==> src/rtl/adsr_pkg.sv <==
// -----------------------------------------------------------------------------
// adsr_pkg
// Shared definitions for the ADSR envelope block: default sample/level widths,
// the full-scale level constant and the envelope state encoding.
// Optional feature macro used by adsr_envelope: ADSR_EXP_RELEASE_EN
// (exponential-like release tail instead of linear release).
// -----------------------------------------------------------------------------
package adsr_pkg;

    localparam int DEFAULT_SAMPLE_W = 16;
    localparam int DEFAULT_LEVEL_W  = 16;

    // Full-scale envelope level for the default level width (2^LEVEL_W - 1)
    localparam logic [DEFAULT_LEVEL_W-1:0] LEVEL_MAX = '1;

    typedef enum logic [2:0] {
        ST_IDLE    = 3'd0,
        ST_ATTACK  = 3'd1,
        ST_DECAY   = 3'd2,
        ST_SUSTAIN = 3'd3,
        ST_RELEASE = 3'd4
    } adsr_state_t;

endpackage

==> src/rtl/adsr_scaler.sv <==
// -----------------------------------------------------------------------------
// adsr_scaler
// Two-stage pipeline applying the envelope level to an audio sample:
//   stage 1 : registered signed(sample) x unsigned(level) product
//   stage 2 : registered arithmetic shift right by LEVEL_W (floor)
// A matching two-flop valid shift register marks the output strobe.
// Ports:
//   clock, reset       - system clock, asynchronous active-high reset
//   sample_in          - signed input sample (SAMPLE_W)
//   sample_in_valid    - input strobe
//   level              - unsigned envelope level (LEVEL_W)
//   sample_out         - signed scaled sample (SAMPLE_W)
//   sample_out_valid   - output strobe, two cycles after sample_in_valid
// -----------------------------------------------------------------------------
module adsr_scaler
    import adsr_pkg::*;
#(
    parameter int SAMPLE_W = DEFAULT_SAMPLE_W,
    parameter int LEVEL_W  = DEFAULT_LEVEL_W
) (
    input  logic                clock,
    input  logic                reset,
    input  logic [SAMPLE_W-1:0] sample_in,
    input  logic                sample_in_valid,
    input  logic [LEVEL_W-1:0]  level,
    output logic [SAMPLE_W-1:0] sample_out,
    output logic                sample_out_valid
);

    // Level is zero-extended by one bit so it multiplies as a positive value
    localparam int PROD_W = SAMPLE_W + LEVEL_W + 1;

    logic signed [PROD_W-1:0]   sample_ext;
    logic signed [PROD_W-1:0]   level_ext;
    logic signed [PROD_W-1:0]   product_next;
    logic signed [PROD_W-1:0]   product_reg;
    logic                       product_valid_reg;
    logic [SAMPLE_W-1:0]        sample_out_reg;
    logic                       sample_out_valid_reg;

    assign sample_ext   = {{(LEVEL_W + 1){sample_in[SAMPLE_W-1]}}, sample_in};
    assign level_ext    = {{(SAMPLE_W + 1){1'b0}}, level};
    assign product_next = sample_ext * level_ext;

    always_ff @(posedge clock or posedge reset) begin
        if (reset) begin
            product_reg          <= '0;
            product_valid_reg    <= 1'b0;
            sample_out_reg       <= '0;
            sample_out_valid_reg <= 1'b0;
        end else begin
            product_valid_reg    <= sample_in_valid;
            sample_out_valid_reg <= product_valid_reg;
            if (sample_in_valid) begin
                product_reg <= product_next;
            end
            if (product_valid_reg) begin
                // Arithmetic shift floors toward -inf; result always fits SAMPLE_W
                sample_out_reg <= SAMPLE_W'(product_reg >>> LEVEL_W);
            end
        end
    end

    assign sample_out       = sample_out_reg;
    assign sample_out_valid = sample_out_valid_reg;

endmodule

==> src/rtl/adsr_envelope.sv <==
// -----------------------------------------------------------------------------
// adsr_envelope
// Per-voice ADSR amplitude envelope. The key gate is synchronised and edge
// detected; a rising edge sets a sticky retrigger flag consumed by the next
// sample strobe. The envelope FSM advances only on sample_in_valid, and the
// sample is scaled by the level held before that strobe's update.
// Optional feature macro: ADSR_EXP_RELEASE_EN -- when defined, the release
// step is (level >> release_rate[3:0]) + 1 instead of release_rate.
// Ports:
//   clock, reset        - system clock, asynchronous active-high reset
//   gate                - key held (asynchronous to clock)
//   attack_rate         - level added per strobe in ATTACK (0 = jump to max)
//   decay_rate          - level removed per strobe in DECAY (0 = jump to sustain)
//   sustain_level       - hold level, tracked live in SUSTAIN
//   release_rate        - level removed per strobe in RELEASE (0 = jump to 0)
//   sample_in/_valid    - signed oscillator sample and its strobe
//   sample_out/_valid   - enveloped sample, strobe two cycles after input
//   env_level           - current envelope level
//   env_state           - current state (IDLE=0 .. RELEASE=4)
// -----------------------------------------------------------------------------
module adsr_envelope
    import adsr_pkg::*;
#(
    parameter int SAMPLE_W = DEFAULT_SAMPLE_W,
    parameter int LEVEL_W  = DEFAULT_LEVEL_W
) (
    input  logic                clock,
    input  logic                reset,
    input  logic                gate,
    input  logic [LEVEL_W-1:0]  attack_rate,
    input  logic [LEVEL_W-1:0]  decay_rate,
    input  logic [LEVEL_W-1:0]  sustain_level,
    input  logic [LEVEL_W-1:0]  release_rate,
    input  logic [SAMPLE_W-1:0] sample_in,
    input  logic                sample_in_valid,
    output logic [SAMPLE_W-1:0] sample_out,
    output logic                sample_out_valid,
    output logic [LEVEL_W-1:0]  env_level,
    output logic [2:0]          env_state
);

    localparam logic [LEVEL_W-1:0] LVL_MAX = '1;

    logic           gate_meta_reg;
    logic           gate_sync_reg;
    logic           gate_prev_reg;
    logic           gate_rise;
    logic           retrig_reg;

    adsr_state_t        state_reg;
    adsr_state_t        state_next;
    adsr_state_t        target_state;
    logic [LEVEL_W-1:0] level_reg;
    logic [LEVEL_W-1:0] level_next;

    // One extra bit so overflow/underflow is visible before saturation
    logic [LEVEL_W:0]   attack_sum;
    logic [LEVEL_W:0]   decay_diff;
    logic [LEVEL_W:0]   release_step;
    logic [LEVEL_W:0]   release_diff;
    logic               release_jump;

    assign gate_rise = gate_sync_reg & ~gate_prev_reg;

    // ---------------------------------------------------------------- registers
    always_ff @(posedge clock or posedge reset) begin
        if (reset) begin
            gate_meta_reg <= 1'b0;
            gate_sync_reg <= 1'b0;
            gate_prev_reg <= 1'b0;
            retrig_reg    <= 1'b0;
            state_reg     <= ST_IDLE;
            level_reg     <= '0;
        end else begin
            gate_meta_reg <= gate;
            gate_sync_reg <= gate_meta_reg;
            gate_prev_reg <= gate_sync_reg;
            // A rise coinciding with a strobe wins, so it is served by the
            // following strobe rather than being dropped.
            if (gate_rise) begin
                retrig_reg <= 1'b1;
            end else if (sample_in_valid) begin
                retrig_reg <= 1'b0;
            end
            if (sample_in_valid) begin
                state_reg <= state_next;
                level_reg <= level_next;
            end
        end
    end

    // ---------------------------------------------------------- level arithmetic
    assign attack_sum = {1'b0, level_reg} + {1'b0, attack_rate};
    assign decay_diff = {1'b0, level_reg} - {1'b0, decay_rate};

`ifdef ADSR_EXP_RELEASE_EN
    assign release_step = {1'b0, (level_reg >> release_rate[3:0])} + {{LEVEL_W{1'b0}}, 1'b1};
    assign release_jump = 1'b0;
`else
    assign release_step = {1'b0, release_rate};
    assign release_jump = (release_rate == '0);
`endif

    assign release_diff = {1'b0, level_reg} - release_step;

    // ------------------------------------------------------ next state / level
    // The strobe first picks the state it acts in (retrigger beats gate
    // release), then applies that state's level step, moving on when the
    // step's end point is reached.
    always_comb begin
        target_state = state_reg;
        if (retrig_reg) begin
            target_state = ST_ATTACK;
        end else if (!gate_sync_reg &&
                     (state_reg == ST_ATTACK || state_reg == ST_DECAY ||
                      state_reg == ST_SUSTAIN)) begin
            target_state = ST_RELEASE;
        end

        state_next = target_state;
        level_next = level_reg;

        case (target_state)
            ST_ATTACK: begin
                if (attack_rate == '0 || attack_sum[LEVEL_W] ||
                    attack_sum[LEVEL_W-1:0] == LVL_MAX) begin
                    level_next = LVL_MAX;
                    state_next = ST_DECAY;
                end else begin
                    level_next = attack_sum[LEVEL_W-1:0];
                end
            end
            ST_DECAY: begin
                if (decay_rate == '0 || decay_diff[LEVEL_W] ||
                    decay_diff[LEVEL_W-1:0] <= sustain_level) begin
                    level_next = sustain_level;
                    state_next = ST_SUSTAIN;
                end else begin
                    level_next = decay_diff[LEVEL_W-1:0];
                end
            end
            ST_SUSTAIN: begin
                level_next = sustain_level;
            end
            ST_RELEASE: begin
                if (release_jump || release_diff[LEVEL_W] ||
                    release_diff[LEVEL_W-1:0] == '0) begin
                    level_next = '0;
                    state_next = ST_IDLE;
                end else begin
                    level_next = release_diff[LEVEL_W-1:0];
                end
            end
            default: begin
                level_next = '0;
                state_next = ST_IDLE;
            end
        endcase
    end

    // ------------------------------------------------------------ sample scaler
    adsr_scaler #(
        .SAMPLE_W (SAMPLE_W),
        .LEVEL_W  (LEVEL_W)
    ) u_scaler (
        .clock            (clock),
        .reset            (reset),
        .sample_in        (sample_in),
        .sample_in_valid  (sample_in_valid),
        .level            (level_reg),
        .sample_out       (sample_out),
        .sample_out_valid (sample_out_valid)
    );

    assign env_level = level_reg;
    assign env_state = state_reg;

endmodule
==> config.mk <==
export PLATFORM = sky130hd
export DESIGN_NAME = adsr_envelope
export DESIGN_NICKNAME = d
export VERILOG_FILES = /design/src/rtl/adsr_pkg.sv /design/src/rtl/adsr_scaler.sv /design/src/rtl/adsr_envelope.sv
export SDC_FILE = /design/constraint.sdc
export NUM_CORES = 1
export LEC_CHECK = 0
export BUFFER_PORTS_ARGS = -buffer_cell sky130_fd_sc_hd__buf_4
export CAP_MARGIN = 20
export CORE_ASPECT_RATIO = 0.6
export CORE_MARGIN = 3
export CORE_UTILIZATION = 40
export CTS_CLUSTER_DIAMETER = 40
export CTS_CLUSTER_SIZE = 20
export DETAILED_ROUTE_END_ITERATION = 16
export PLACE_DENSITY = 0.69
export SETUP_SLACK_MARGIN = 0.02
export SYNTH_ARGS = -nofsm -noshare
export SYNTH_HDL_FRONTEND = slang
export SYNTH_SLANG_ARGS = --single-unit
==> constraint.sdc <==
create_clock -name clock -period 6.45 [get_ports clock]
set_clock_uncertainty 0.05 [all_clocks]
set_input_delay 1.29 -clock clock [delete_from_list [all_inputs] [get_ports clock]]
set_output_delay 1.29 -clock clock [all_outputs]
set_load 0.02 [all_outputs]
# Word-level counts from Yosys, hierarchy flattened
# Cells that the tools add are included.
# Widths: inputs -> output; s select.
[word_totals]
ff_bits = 73
memories = 0
out_inout_bits = 36
latchBits = 0
ramBits = 0
mem_bits_ro = 0
elab_cells = 52
input_bits = 84
[classes]
addsub = 3
bitwise = 2
eq_ne = 8
shifts = 0
n_reduce_logical = 15
div = 0
multipliers = 1
muxes = 12
order_cmp = 1
[op_table]
columns = ["cell", "count"]
rows = [
  ["$logic_not 16->1", 4],
  ["$pmux 16 s4", 1],
  ["$mux 16", 3],
  ["$sub 16x16->17", 2],
  ["$mul 16x17->32", 1],
  ["$add 16x16->17", 1],
  ["$eq 16x16->1 const B", 1],
  ["$le 16x16->1", 1],
  ["$mux 3", 5],
  ["$eq 3x2->1 const B", 4],
  ["$pmux 3 s4", 1],
  ["$logic_or 1x1->1", 8],
  ["$eq 3x1->1 const B", 2],
  ["$eq 3x3->1 const B", 1],
  ["$mux 1", 2],
  ["$reduce_bool 2->1", 1],
  ["$and 1x1->1", 1],
  ["$logic_and 1x1->1", 1],
  ["$logic_not 1->1", 1],
  ["$not 1->1", 1],
]

# Longest topological paths before layout
# Gate-level depths: netlist (run 1).
[depth]
ltp_word = 8
ltp_mapped = 25
ltp_nobuf = 23

# Hierarchy
# A second synthesis (run 1) with hierarchy kept.
[hier_totals]
cells_unflattened = 1688
hier_area_um2 = 14463.9
[by_module_without_submodules]
columns = ["mod", "cells_each", "n_inst", "seq_area_each_um2", "area_per_inst_um2"]
rows = [
  ["adsr_scaler", 1110, 1, 850.8, 10009.6],
  ["adsr_envelope", 578, 1, 575.6, 4454.3],
]

# Worst setup path after synthesis (run 1)
# No wires, ideal clock.
[synth_timing]
kind = "input-to-reg"
startpoint = "in sample_in[1]"
endpoint = "reg u_scaler.product_reg[31]"
t_required_ns = 6.331
arrival_ns = 7.031
cell_stages = 22
setup_ns = 0.069
n_path_buf = 1
path_slack_ns = -0.700
cell_sequence = "clkbuf_1 > nand2_1 > fa_1 > fa_1 > fa_1 > inv_1 > fa_1 > fa_1 > inv_1 > fa_1 > inv_1 > ha_1 > a21o_1 > a21o_1 > a211oi_1 > o21ai_0 > o2111ai_1 > a211oi_1 > or2_1 > a221o_1 > or4_1 > nand3_1"
[synth_via]
elab_chain_len = 1
[synth_lines]
columns = ["element", "line", "source"]
rows = [
  ["start, declared", "adsr_envelope.sv:34", "input logic [SAMPLE_W-1:0] sample_in,"],
  ["$mul 16x17->32", "adsr_scaler.sv:43", "assign product_next = sample_ext * level_ext;"],
  ["end signal, assigned", "adsr_scaler.sv:55", "product_reg <= product_next;"],
  ["end, declared", "adsr_scaler.sv:36", "logic signed [PROD_W-1:0] product_reg;"],
]
# Every way passes these cells.
# A chain may end at the register's enable or synchronous reset.

# Worst setup path in the final report (run 1)
[layout_timing]
startpoint = "in sample_in[4]"
endpoint = "reg u_scaler.product_reg[23]"
# The elaborated chain is that of the path after synthesis.

==> results of run 1 <==
-- critical path: stages --
cell and delay [ps]:
buf_12 110, and2_4 150, fa_1 540, inv_2 50, fa_2 530, fa_1 410, inv_1 80, fa_1 440
fa_1 500, inv_1 50, fa_1 480, inv_2 50, ha_4 200, a21o_1 180, a21o_1 180, a211oi_2 260
o21ai_2 130, o2111ai_4 130, buf_4 180, nand2_2 60, a2111o_1 420, and2_4 160, xor2_1 130, mux2_2 260
-- per-stage QoR --
step | setup slack [ps] | setup TNS, ps
floorplan | -366.3 | -1214
global route | -514.9 | -4586
finish | -362.7 | -2629
detailed placement | -969.7 | -9873
global placement | -879.5 | -8812
CTS | -362.3 | -1688
-- worst paths after layout --
path,cells after the start,endpoint,startpoint,slack [ps]
worst min register to register,0,gate_sync_reg,gate_meta_reg,300
min in group asynchronous,3,u_scaler.sample_out[7],reset,1120
max in group asynchronous,3,u_scaler.product_reg[17],reset,4680
worst max-delay path,24,u_scaler.product_reg[23],sample_in[4],-360
worst min-delay path,0,gate_sync_reg,gate_meta_reg,300
worst max register to register,22,u_scaler.product_reg[29],env_level[4],0
-- layout make-up --
| cell class | instances | area, um^2 | area share |
|---|---|---|---|
| sequential | 57 | 1426 | 0.08759 |
| timing repair buffer | 246 | 1941 | 0.1192 |
| inverter | 281 | 1055 | 0.06477 |
| clock inverter | 6 | 115.1 | 0.007069 |
| clock buffer | 10 | 239.0 | 0.01468 |
| tap | 450 | 563.0 | 0.03458 |
| multi-input combinational | 1118 | 10950 | 0.6721 |
-- layout by cell type (no fill, tap or decap), types with 43 or more instances in the layout --
| cell type | netlist | layout |
|---|---|---|
| and2_1 | 121 | 110 |
| fa_1 | 196 | 191 |
| ha_1 | 178 | 172 |
| nand2_1 | 147 | 146 |
| nor2_1 | 61 | 60 |
| inv_1 | 280 | 271 |
| buf_4 | 1 | 231 |
| dfrtp_1 | 57 | 57 |
| o21ai_0 | 57 | 52 |
| a21oi_1 | 46 | 43 |
-- per-layer routing --
layer  global-route usage  up-vias
met1               0.3447     5709
li1                     -     5304
met2               0.3500      474
met3              0.03445       48
met5                    0        -
met4              0.05132        0
-- kinds of logic after synthesis --
family | after synthesis | synth area share
AO/OA/AOI/OAI | 223 | 0.1102
XOR/XNOR | 57 | 0.03735
adder cells (fa/ha/maj) | 374 | 0.4601
buffers and inverters | 325 | 0.09210
flip-flops | 57 | 0.1067
multiplexers | 42 | 0.03426
AND/OR/NAND/NOR | 422 | 0.1593
-- repair_timing --
| item | 4_1_cts | 5_1_grt |
|---|---|---|
| endpoints found under the hold margin | 0 | 0 |
| buffers inserted | 2 | 3 |
| setup endpoints to repair | 13 | 15 |
| gates resized for setup | 56 | 13 |
| pin swaps | 23 | 13 |
==> results.json, run 1 <==
{
  "status": "finished with violations",
  "failed_checks": "setup timing",
  "rows": 51,
  "min_period_over_period": 1.056,
  "drc": 0,
  "crit_arrival_ps": 6990,
  "fin_area_mm2": 0.01628,
  "slew_viol_final": 0,
  "cts_hold_buf": 0,
  "slew_headroom": 0.2766,
  "ys_seq_elements": 57,
  "wl_met2_mm": 17.27,
  "synth_top_area_frac": 0.2935,
  "async_reset_ff_frac": 1.000,
  "grt_pass1_vias": 11886,
  "rsz0062_at_grt": "true",
  "yosysSeqAreaShare": 0.1067,
  "critPathMaxFanout": 6,
  "synth.yosys.warnings": 0,
  "track_usage": 0.2297,
  "grt_max_degree": 58,
  "synth_commonest_cells": "inv_1 (280), fa_1 (196), ha_1 (178), nand2_1 (147), and2_1 (121)",
  "globalplace.congestion": 0.9281,
  "placed_cell_area_mm2": 0.01562,
  "wl_met1_mm": 19.02,
  "hold_ws_ps": 304.5,
  "drt-total-wl_mm": 40.51,
  "cts_max_path_buffers": 2,
  "wl_per_cell_um": 18.69,
  "worst_pin_slew_ps": 1081,
  "cts_buffers": 9,
  "crit_path_start_kind": "primary input",
  "antenna_found_initial": 0,
  "tritoncts": "built",
  "die_height_um": 147.6,
  "placed_cells": 2147,
  "path_clk_slew_ps": 60,
  "io_buffers": 119,
  "fillerInstances": 3059,
  "final.min_clock_period_ps": 6813,
  "antenna_cells": 0,
  "hold_violations": 0,
  "nNetsFinal": 2171,
  "yosysMostFrequentCell": "inv_1",
  "dr_wl_met3_mm": 3.393,
  "clkSinkCount": 57,
  "setup_slack_ps": -362.7,
  "end_kind": "register",
  "grt_pass1_wl_mm": 64.95,
  "synth_nets": 1958,
  "max_freq_mhz": 146.8,
  "synth_edf_count": 0,
  "root_buffer": "clkbuf_16",
  "maxCapViolations": 0,
  "ios": 120,
  "postRouteAntennaNets": 0,
  "top_layer": "met4",
  "die_x_um": 242.0,
  "grt_overflow": 0,
  "synthDistinctLibCells": 63,
  "vias": 11535,
  "syn_area_mm2": 0.01337,
  "syn_to_final_growth_pct": 21.82,
  "fin_cells": 2168,
  "avgSynthCellArea_um2": 8.912,
  "initial_core_util": 0.4092,
  "final_util": 0.4984,
  "insertion_delay_ps": 350,
  "drive_gt1_frac": 0.2049,
  "die_area_mm2": 0.03572,
  "drt_iter0_drc": 978,
  "worstPathRequired_ps": 6630,
  "setup_viol": 12,
  "routed_via_density": 5.321,
  "dp_hpwl_mm": 33.73,
  "dr.pass1.iters": 5,
  "ys_top_cells_by_area": "fa_1 (29%), ha_1 (17%), dfrtp_1 (11%)",
  "core_mm2": 0.03267,
  "htree_levels": 3,
  "critPathKind": "in2reg",
  "post-synth-top-area-cell": "fa_1",
  "min_path_type": "reg2reg",
  "synthCells": 1500,
  "ys.flop_type": "dfrtp_1"
}
Power of run 1 is not shown: default switching activity piles up to over one toggle a cycle in this logic, so the estimate is an artifact.
==> run 2: changes to the inputs <==
Settings changed: SETUP_SLACK_MARGIN 0.02 to unset.
==> results.json, run 2 (same netlist as run 1, synthesis figures left out) <==
{
  "final_cell_mix": "inv_1 (271), buf_4 (225), fa_1 (188), ha_1 (169), nand2_1 (146)",
  "slowest_delay_ps": 520,
  "core_mm2": 0.03267,
  "initial_core_util": 0.4092,
  "io_buffers": 119,
  "fin_cells": 2163,
  "dp_hpwl_mm": 33.40,
  "cp_top_family": "adder cells",
  "drc": 0,
  "grt_pass1_wl_mm": 64.05,
  "ios": 120,
  "worst_pin_slew_ps": 992.0,
  "die_area_mm2": 0.03572,
  "antenna_found_initial": 0,
  "tritoncts": "built",
  "drt_iter0_drc": 975,
  "routed_via_density": 5.282,
  "grt_max_degree": 58,
  "die_height_um": 147.6,
  "status": "finished with violations",
  "hold_violations": 0,
  "root_buffer": "clkbuf_16",
  "grt_pass1_vias": 11810,
  "syn_to_final_growth_pct": 21.62,
  "insertion_delay_ps": 350,
  "setup_viol": 10,
  "crit_path_start_kind": "primary input",
  "nNetsFinal": 2166,
  "critPathMaxFanout": 6,
  "clkSinkCount": 57,
  "worstPathRequired_ps": 6680,
  "setup_slack_ps": -236.5,
  "wl_per_cell_um": 18.60,
  "slew_headroom": 0.3362,
  "globalplace.congestion": 0.9310,
  "drt-total-wl_mm": 40.22,
  "min_path_type": "reg2reg",
  "placed_cells": 2139,
  "cts_hold_buf": 0,
  "end_kind": "register",
  "cts_max_path_buffers": 2,
  "crit_chain": "buf_12 > and2_4 > fa_1 > inv_1 > fa_1 > fa_1 > inv_1 > fa_1 > fa_1 > inv_1 > fa_1 > inv_2 > ha_4 > a21o_1 > a21o_1 > a211oi_2 > o21ai_2 > o2111ai_4 > a211oi_4 > or2_1 > a221o_1 > or4_1 > nand3_1",
  "maxCapViolations": 0,
  "track_usage": 0.2284,
  "final.min_clock_period_ps": 6686,
  "htree_levels": 3,
  "die_x_um": 242.0,
  "mostFrequentLayoutCell": "inv_1",
  "slew_viol_final": 0,
  "drive_gt1_frac": 0.2026,
  "failed_checks": "setup timing",
  "max_freq_mhz": 149.6,
  "rsz0062_at_grt": "true",
  "crit_buf_inv": 5,
  "grt_overflow": 0,
  "cpMaxStageDelayCell": "fa_1",
  "vias": 11424,
  "rows": 51,
  "path_clk_slew_ps": 60,
  "cts_buffers": 9,
  "crit_top_cell": "fa_1",
  "dr.pass1.iters": 6,
  "crit_arrival_ps": 6920,
  "antenna_cells": 0,
  "critPathKind": "in2reg",
  "postRouteAntennaNets": 0,
  "min_period_over_period": 1.037
}
run 2: cell types whose count changed in the layout (fill, tap and decap cells not counted), sizes merged:
cell	change
buf	-5
bufinv	-1
clkbuf	-1
clkinv	+2
run 2: layout make-up:
cell class                      count  area, um^2
Fill cell                        3056       16410
Multi-Input combinational cell   1118       10970
Timing Repair Buffer              241        1924
Sequential cell                    57        1426
Inverter                          281        1055
Tap cell                          450       563.0
Clock buffer                        9       225.2
Clock inverter                      7       95.09
run 2: worst paths after layout:
kind | start | to | slack [ps] | cells after the start
hold / removal | gate_meta_reg | gate_sync_reg | 320 | 0
setup reg to reg | env_level[3] | u_scaler.product_reg[31] | 30 | 21
setup / recovery | sample_in[4] | u_scaler.product_reg[31] | -240 | 23
max in group asynchronous | reset | env_level[15] | 4690 | 3
hold reg to reg | gate_meta_reg | gate_sync_reg | 320 | 0
min in group asynchronous | reset | u_scaler.sample_out[7] | 1120 | 3
run 2: timing repair:
action | CTS | global route
endpoints found under the hold margin | 0 | 0
gates resized for setup | 48 | 21
endpoints found under the setup margin | 13 | 13
pin swaps | 29 | 22
buffers inserted | 4 | 5
run 2: worst reg2reg max path, stage by stage, from the launching register on:
cell	delay, ps
dfrtp_1	910
nand2_1	160
fa_1	520
inv_1	60
fa_1	460
ha_1	330
fa_1	500
fa_1	490
inv_1	50
fa_1	490
inv_2	50
ha_4	200
a21o_1	170
a21o_1	190
a211oi_2	210
o21ai_2	120
o2111ai_4	130
a211oi_4	130
or2_1	240
a221o_1	340
or4_1	480
nand3_1	80
run 2: through the flow:
stage                     TNS, ps  setup slack [ps]  area (um^2)  utilization  hold slack (ps)
after floorplan             -1214            -366.3        13420            -            281.2
after global placement      -8614            -860.6        15590       0.4771            290.1
after detailed placement   -10240            -995.3        15590       0.4771            312.2
after CTS                   -1914            -298.1        16140       0.4939            325.3
after global routing        -3149            -421.5        16260       0.4976            326.4
final                       -1431            -236.5        16260       0.4976            316.3
run 2: layer usage:
| metal | GRT usage | routed length, um | share of wire |
|---|---|---|---|
| met1 | 0.3350 | 18400 | 0.46 |
| met2 | 0.3377 | 16860 | 0.42 |
| met3 | 0.05421 | 4117 | 0.10 |
| met4 | 0.05972 | 848 | 0.021 |
| met5 | 0 | 0 | 0 |
Power of run 2 is left out for the same reason.
